**config.mk**
```make
export PLATFORM = sky130hd
export DESIGN_NAME = vga_timing_gen
export DESIGN_NICKNAME = d
export VERILOG_FILES = /design/src/rtl/vga_pkg.sv /design/src/rtl/vga_pipe_delay.sv /design/src/rtl/vga_timing_gen.sv
export SDC_FILE = /design/constraint.sdc
export NUM_CORES = 1
export LEC_CHECK = 0
export BUFFER_PORTS_ARGS = -buffer_cell sky130_fd_sc_hd__buf_2
export CAP_MARGIN = 20
export CELL_PAD_IN_SITES_DETAIL_PLACEMENT = 0
export CELL_PAD_IN_SITES_GLOBAL_PLACEMENT = 1
export CORE_AREA = 2 2 71 73
export DETAILED_ROUTE_END_ITERATION = 12
export DIE_AREA = 0 0 73 75
export PLACE_DENSITY_LB_ADDON = 0.1
export SETUP_SLACK_MARGIN = 0.02
export SYNTH_ARGS = -nofsm -noshare
export SYNTH_HDL_FRONTEND = slang
export SYNTH_SLANG_ARGS = --single-unit
```
**constraint.sdc**
```tcl
create_clock -name clk -period 2.5 [get_ports clk]
set_input_delay 0.125 -clock clk [delete_from_list [all_inputs] [get_ports clk]]
set_output_delay 0.125 -clock clk [all_outputs]
set_load 0.02 [all_outputs]
```
**src/rtl/vga_pkg.sv**
```systemverilog
// Shared VGA definitions: 640x480@60 default timing, decode bundle, colour-bar table
// and counter width helper.
package vga_pkg;

    localparam int DEF_H_ACTIVE = 640;
    localparam int DEF_H_FP     = 16;
    localparam int DEF_H_SYNC   = 96;
    localparam int DEF_H_BP     = 48;
    localparam int DEF_V_ACTIVE = 480;
    localparam int DEF_V_FP     = 10;
    localparam int DEF_V_SYNC   = 2;
    localparam int DEF_V_BP     = 33;
    localparam int TESTPAT_W    = 12;

    typedef struct packed {
        logic valid;
        logic hs;
        logic vs;
        logic ls;
        logic fs;
    } timing_t;

    // Bits needed to hold 0..n-1, never less than one.
    function automatic int cnt_w(input int n);
        int w;
        w = 1;
        while ((1 << w) < n) begin
            w = w + 1;
        end
        return w;
    endfunction

    function automatic logic [TESTPAT_W-1:0] bar_colour(input logic [2:0] idx);
        case (idx)
            3'd0:    return 12'hFFF;
            3'd1:    return 12'hFF0;
            3'd2:    return 12'h0FF;
            3'd3:    return 12'h0F0;
            3'd4:    return 12'hF0F;
            3'd5:    return 12'hF00;
            3'd6:    return 12'h00F;
            3'd7:    return 12'h000;
            default: return 12'h000;
        endcase
    endfunction

endpackage

```
**src/rtl/vga_pipe_delay.sv**
```systemverilog
// Enable-advanced shift register of WIDTH bits and DEPTH stages; DEPTH 0 is a wire.
module vga_pipe_delay #(
    parameter int WIDTH = 1,
    parameter int DEPTH = 1
) (
    input  logic             clk,
    input  logic             rst,
    input  logic             adv,
    input  logic [WIDTH-1:0] din,
    output logic [WIDTH-1:0] dout
);

    generate
        if (DEPTH == 0) begin : g_wire
            assign dout = din;
        end else begin : g_shift
            logic [WIDTH-1:0] stage_r [DEPTH];

            // Shift one stage per advance; reset clears every stage
            always_ff @(posedge clk) begin
                if (!rst) begin
                    for (int i = 0; i < DEPTH; i++) begin
                        stage_r[i] <= '0;
                    end
                end else if (adv) begin
                    stage_r[0] <= din;
                    for (int i = 1; i < DEPTH; i++) begin
                        stage_r[i] <= stage_r[i-1];
                    end
                end
            end

            assign dout = stage_r[DEPTH-1];
        end
    endgenerate

endmodule

```
**src/rtl/vga_timing_gen.sv**
```systemverilog
// VGA raster timing generator with lookahead counters and pipelined timing outputs.
// Define VGA_TESTPAT_EN to add the 12-bit colour-bar output rgb.
module vga_timing_gen
    import vga_pkg::*;
#(
    parameter int H_ACTIVE = DEF_H_ACTIVE,
    parameter int H_FP     = DEF_H_FP,
    parameter int H_SYNC   = DEF_H_SYNC,
    parameter int H_BP     = DEF_H_BP,
    parameter int V_ACTIVE = DEF_V_ACTIVE,
    parameter int V_FP     = DEF_V_FP,
    parameter int V_SYNC   = DEF_V_SYNC,
    parameter int V_BP     = DEF_V_BP,
    parameter bit HS_POL   = 1'b0,
    parameter bit VS_POL   = 1'b0,
    parameter int CLK_DIV  = 4,
    parameter int PIPE_DLY = 0,
    parameter int FC_W     = 8,
    localparam int H_TOTAL = H_ACTIVE + H_FP + H_SYNC + H_BP,
    localparam int V_TOTAL = V_ACTIVE + V_FP + V_SYNC + V_BP,
    localparam int HW      = cnt_w(H_TOTAL),
    localparam int VW      = cnt_w(V_TOTAL)
) (
    input  logic            clk,
    input  logic            rst,
    input  logic            en,
    output logic            pix_en,
    output logic [HW-1:0]   h_cnt,
    output logic [VW-1:0]   v_cnt,
    output logic            hsync,
    output logic            vsync,
    output logic            valid,
    output logic            line_start,
    output logic            frame_start,
    output logic [FC_W-1:0] frame_cnt
`ifdef VGA_TESTPAT_EN
    ,
    output logic [TESTPAT_W-1:0] rgb
`endif
);

    localparam int DW = cnt_w(CLK_DIV);
    localparam logic [DW-1:0] DIV_LAST = DW'(CLK_DIV - 1);
    localparam logic [HW-1:0] H_LAST   = HW'(H_TOTAL - 1);
    localparam logic [VW-1:0] V_LAST   = VW'(V_TOTAL - 1);
`ifdef VGA_TESTPAT_EN
    localparam int PW = $bits(timing_t) + TESTPAT_W;
`else
    localparam int PW = $bits(timing_t);
`endif

    logic [DW-1:0]   div_r;
    logic [HW-1:0]   h_r;
    logic [VW-1:0]   v_r;
    logic [FC_W-1:0] fc_r;
    logic            pix_en_s;
    timing_t         dec_s;
    timing_t         tim_s;
    logic [PW-1:0]   pipe_in_s;
    logic [PW-1:0]   pipe_out_s;

    // Reset gates the strobe so nothing advances on the releasing edge
    assign pix_en_s = rst && en && (div_r == DIV_LAST);

    // Clock divider producing one pixel period every CLK_DIV enabled clocks
    always_ff @(posedge clk) begin
        if (!rst) begin
            div_r <= '0;
        end else if (en) begin
            if (div_r == DIV_LAST) begin
                div_r <= '0;
            end else begin
                div_r <= div_r + DW'(1);
            end
        end
    end

    // Raster position and completed-frame count, one step per pixel period
    always_ff @(posedge clk) begin
        if (!rst) begin
            h_r  <= '0;
            v_r  <= '0;
            fc_r <= '0;
        end else if (pix_en_s) begin
            if (h_r == H_LAST) begin
                h_r <= '0;
                if (v_r == V_LAST) begin
                    v_r  <= '0;
                    fc_r <= fc_r + FC_W'(1);
                end else begin
                    v_r <= v_r + VW'(1);
                end
            end else begin
                h_r <= h_r + HW'(1);
            end
        end
    end

    // Timing decode of the lookahead position
    always_comb begin
        dec_s       = '0;
        dec_s.valid = (h_r < HW'(H_ACTIVE)) && (v_r < VW'(V_ACTIVE));
        dec_s.hs    = (h_r >= HW'(H_ACTIVE + H_FP)) && (h_r < HW'(H_ACTIVE + H_FP + H_SYNC));
        dec_s.vs    = (v_r >= VW'(V_ACTIVE + V_FP)) && (v_r < VW'(V_ACTIVE + V_FP + V_SYNC));
        dec_s.ls    = (h_r == '0);
        dec_s.fs    = (h_r == '0) && (v_r == '0);
    end

`ifdef VGA_TESTPAT_EN
    logic [2:0]           bar_s;
    logic [TESTPAT_W-1:0] pat_s;

    // Colour bar selected by horizontal position, black outside active video
    always_comb begin
        bar_s = 3'(h_r / HW'(H_ACTIVE / 8));
        if (dec_s.valid) begin
            pat_s = bar_colour(bar_s);
        end else begin
            pat_s = '0;
        end
    end

    assign pipe_in_s = {dec_s, pat_s};
    assign tim_s     = pipe_out_s[PW-1:TESTPAT_W];
    assign rgb       = pipe_out_s[TESTPAT_W-1:0];
`else
    assign pipe_in_s = dec_s;
    assign tim_s     = pipe_out_s;
`endif

    // One registering stage plus PIPE_DLY alignment stages, all pixel-paced
    vga_pipe_delay #(
        .WIDTH (PW),
        .DEPTH (1 + PIPE_DLY)
    ) u_pipe (
        .clk  (clk),
        .rst  (rst),
        .adv  (pix_en_s),
        .din  (pipe_in_s),
        .dout (pipe_out_s)
    );

    assign pix_en      = pix_en_s;
    assign h_cnt       = h_r;
    assign v_cnt       = v_r;
    assign frame_cnt   = fc_r;
    assign valid       = tim_s.valid;
    assign line_start  = tim_s.ls;
    assign frame_start = tim_s.fs;
    assign hsync       = tim_s.hs ? HS_POL : ~HS_POL;
    assign vsync       = tim_s.vs ? VS_POL : ~VS_POL;

endmodule

```
==> results_dict.tcl <==
set metrics [dict create \
    synthFlopType "dfxtp_1" \
    dpl_cell_area_um2 2020 \
    wire_per_inst_um 14.5 \
    power_density_nw_per_um2 480 \
    worst_slew_pin_slew_ps 430 \
    setup_viol 0 \
    clk_latency_ps 280 \
    gr-usage-met3_pct 2.95 \
    drt_iter0_drc 55 \
    layout.nets 253 \
    clk_pin_slew_ps 70 \
    status "finished, final reports clean" \
    gr-total-overflow 0 \
    clock_power_share_pct 39.1 \
    finalWeightedCongestion 0.764 \
    critical_path_arrival_ps 2390 \
    mappedNetlistArea_um2 1800 \
    p_sw_share_pct 22.4 \
    die_h_um 75 \
    power_frac_seq_pct 57.5 \
    synthTopCellsByCount "30 x dfxtp_1, 17 x a21oi_1, 16 x nand3_1, 16 x nor2_1" \
    crit_type "reg2reg" \
    use_met2_pct 25.7 \
    nFillCells 479 \
    synthDistinctLibCells 35 \
    synth_seq_area_share_pct 41.8 \
    cts_buffers 5 \
    dieArea_um2 5480 \
    ios 37 \
    rows 25 \
    yosysWarnings 0 \
    cts_setup_buffers 0 \
    yosys.area.top_type_share_pct 33.4 \
    slew_violations 0 \
    syn2layout_area_growth_pct 16.8 \
    syn_avg_cell_area_um2 8.68 \
    hold_viol_final 0 \
    cts_hold_buffers 0 \
    total_power_uw 1010 \
    num_antenna_cells 0 \
    drv_cap 0 \
    fin_area_um2 2100 \
    netlist_instances 207 \
    irDropWorstVdd_v 0.000201 \
    slowest_stage "or4_1" \
    leakage_uw 0.000807 \
    cts_resized 0 \
    hold_path.class "in2reg" \
    synth-async-reset-ratio_pct 0 \
    grt_antenna_before_repair 0 \
    yosysTopAreaCell "dfxtp_1" \
    internal_power_uw 782 \
    path_buf_inv 0 \
    drcViolationCount 0 \
    start_util_pct 38.6 \
    rsz0062_at_grt "no" \
    grt_pass1_wl_mm 6.98 \
    p_sw_uw 225 \
    cts_tree "done" \
    fmax_mhz 458 \
    min_period_over_period_pct 87.2 \
    required_ps 2710 \
    relSlewSlack_pct 71.4 \
    grt_usage_pct 16.5 \
    yosys_register_bits 35 \
    ant_nets 0 \
    synth_area_leaders "dfxtp_1 33%, edfxtp_1 8.4%, a21oi_1 4.7%" \
    fin_crit_ps 2180 \
    die_w_um 73 \
    endpoint_kind "register" \
    htreeDepth 2 \
    place_hpwl_mm 3.11 \
    clock-sinks 35 \
    synth-edff-count 5 \
    vias 1633 \
    skew_ps 7.71 \
    top_usage_layer "met2" \
    cts-root-buf "clkbuf_8" \
    wl_mm 4.32 \
    portBuffers 36 \
    cp-start-kind "register" \
    worstPathCellList "ha_1, and4_1, nand4_4, or4_1, a21oi_1" \
    core_area_um2 4660 \
    multi_input_area_um2 951 \
    grt_pass1_vias 1410 \
    vias_per_cell 5.46 \
    critPathMaxFanout 28 \
    comb_power_share_pct 3.4 \
    utilization_pct 45.0 \
    setup_tns_ps 0 \
    synth_most_common_cell "dfxtp_1" \
    critPathMaxStageDelay_ps 600 \
    drive_gt1_share_pct 20.4 \
    clockBufferDepth 2 \
    syn_nets 216 \
    dr.pass1.iters 4 \
    grtUsageMet1_pct 22.8 \
    grt_max_degree 29 \
    cp_top_family "simple AND/OR/NAND/NOR gates" \
    regArea_um2 751 \
]
## power groups by stage
stage          clock network (uW)  logic, uW  registers, uW
3_5_place_dp                    0       35.3            593
5_1_grt                       424       39.4            580
4_1_cts                       405       35.5            580
3_3_place_gp                    0       35.9            592
2_1_floorplan                   0       20.8            595
6_report                      394       34.2            580
## tightest hold or removal path, delay by kind of cell
kind	cells	cell delay, ps
AND/OR/NAND/NOR	1	80
multiplexers	1	50
buffers and inverters	1	150
## path summary, 6_finish.rpt
check | start | endpoint | slack [ps] | cells after the start
hold reg to reg | frame_cnt[7] | frame_cnt[7] | 460 | 1
setup reg to reg | h_cnt[0] | frame_cnt[4] | 320 | 5
setup / recovery | h_cnt[0] | frame_cnt[4] | 320 | 5
hold / removal | rst | frame_cnt[7] | 180 | 3
## stage by stage
stage	hold WS [ps]	worst slack, ps	cells
after floorplan	272	559	207
after global placement	444	421	291
after detailed placement	459	349	291
after CTS	171	319	299
after global routing	189	175	299
final	176	319	299
## sequential cells by signal, indices dropped and copies added (netlist names)
name	flops
div_r	2
frame_cnt	8
h_cnt	10
u_pipe.g_shift.stage_r	5
v_cnt	10
## per-layer routing
layer  up-vias  share of wire, %
met5         -                 0
met1       765                49
met3         5               3.6
li1        831                 -
met2        32                47
met4         0               1.1
## placed cells by master (no fill, tap or decap), drive strengths merged, types with 6 or more instances in the layout
cell type / n
buf: 39
dfxtp: 30
a21oi: 17
nand3: 16
nor2: 16
inv: 12
nand2: 12
o21ai: 12
or3: 10
nand4: 9
xnor2: 8
nor3: 8
clkbuf: 7
ha: 6
or4: 6
## logic make-up (layout without fill, tap and decap cells)
logic type | count (synthesis) | after routing | share of synthesized area (%)
compound gates | 35 | 35 | 10.7
simple gates | 97 | 97 | 31.5
flops | 35 | 35 | 41.8
buf+inv | 21 | 59 | 5.29
fa+ha+maj | 6 | 6 | 4.18
xor+xnor | 11 | 11 | 5.36
mux | 2 | 2 | 1.11
## cell type report
type | instances | area share [%]
clock inverter | 1 | 0.239
timing repair buffer | 39 | 9.66
clock buffer | 7 | 3.64
multi-input combinational | 151 | 45.3
inverter | 12 | 2.15
tap | 54 | 3.22
sequential | 35 | 35.8
Power figures use the tool's default switching activity.
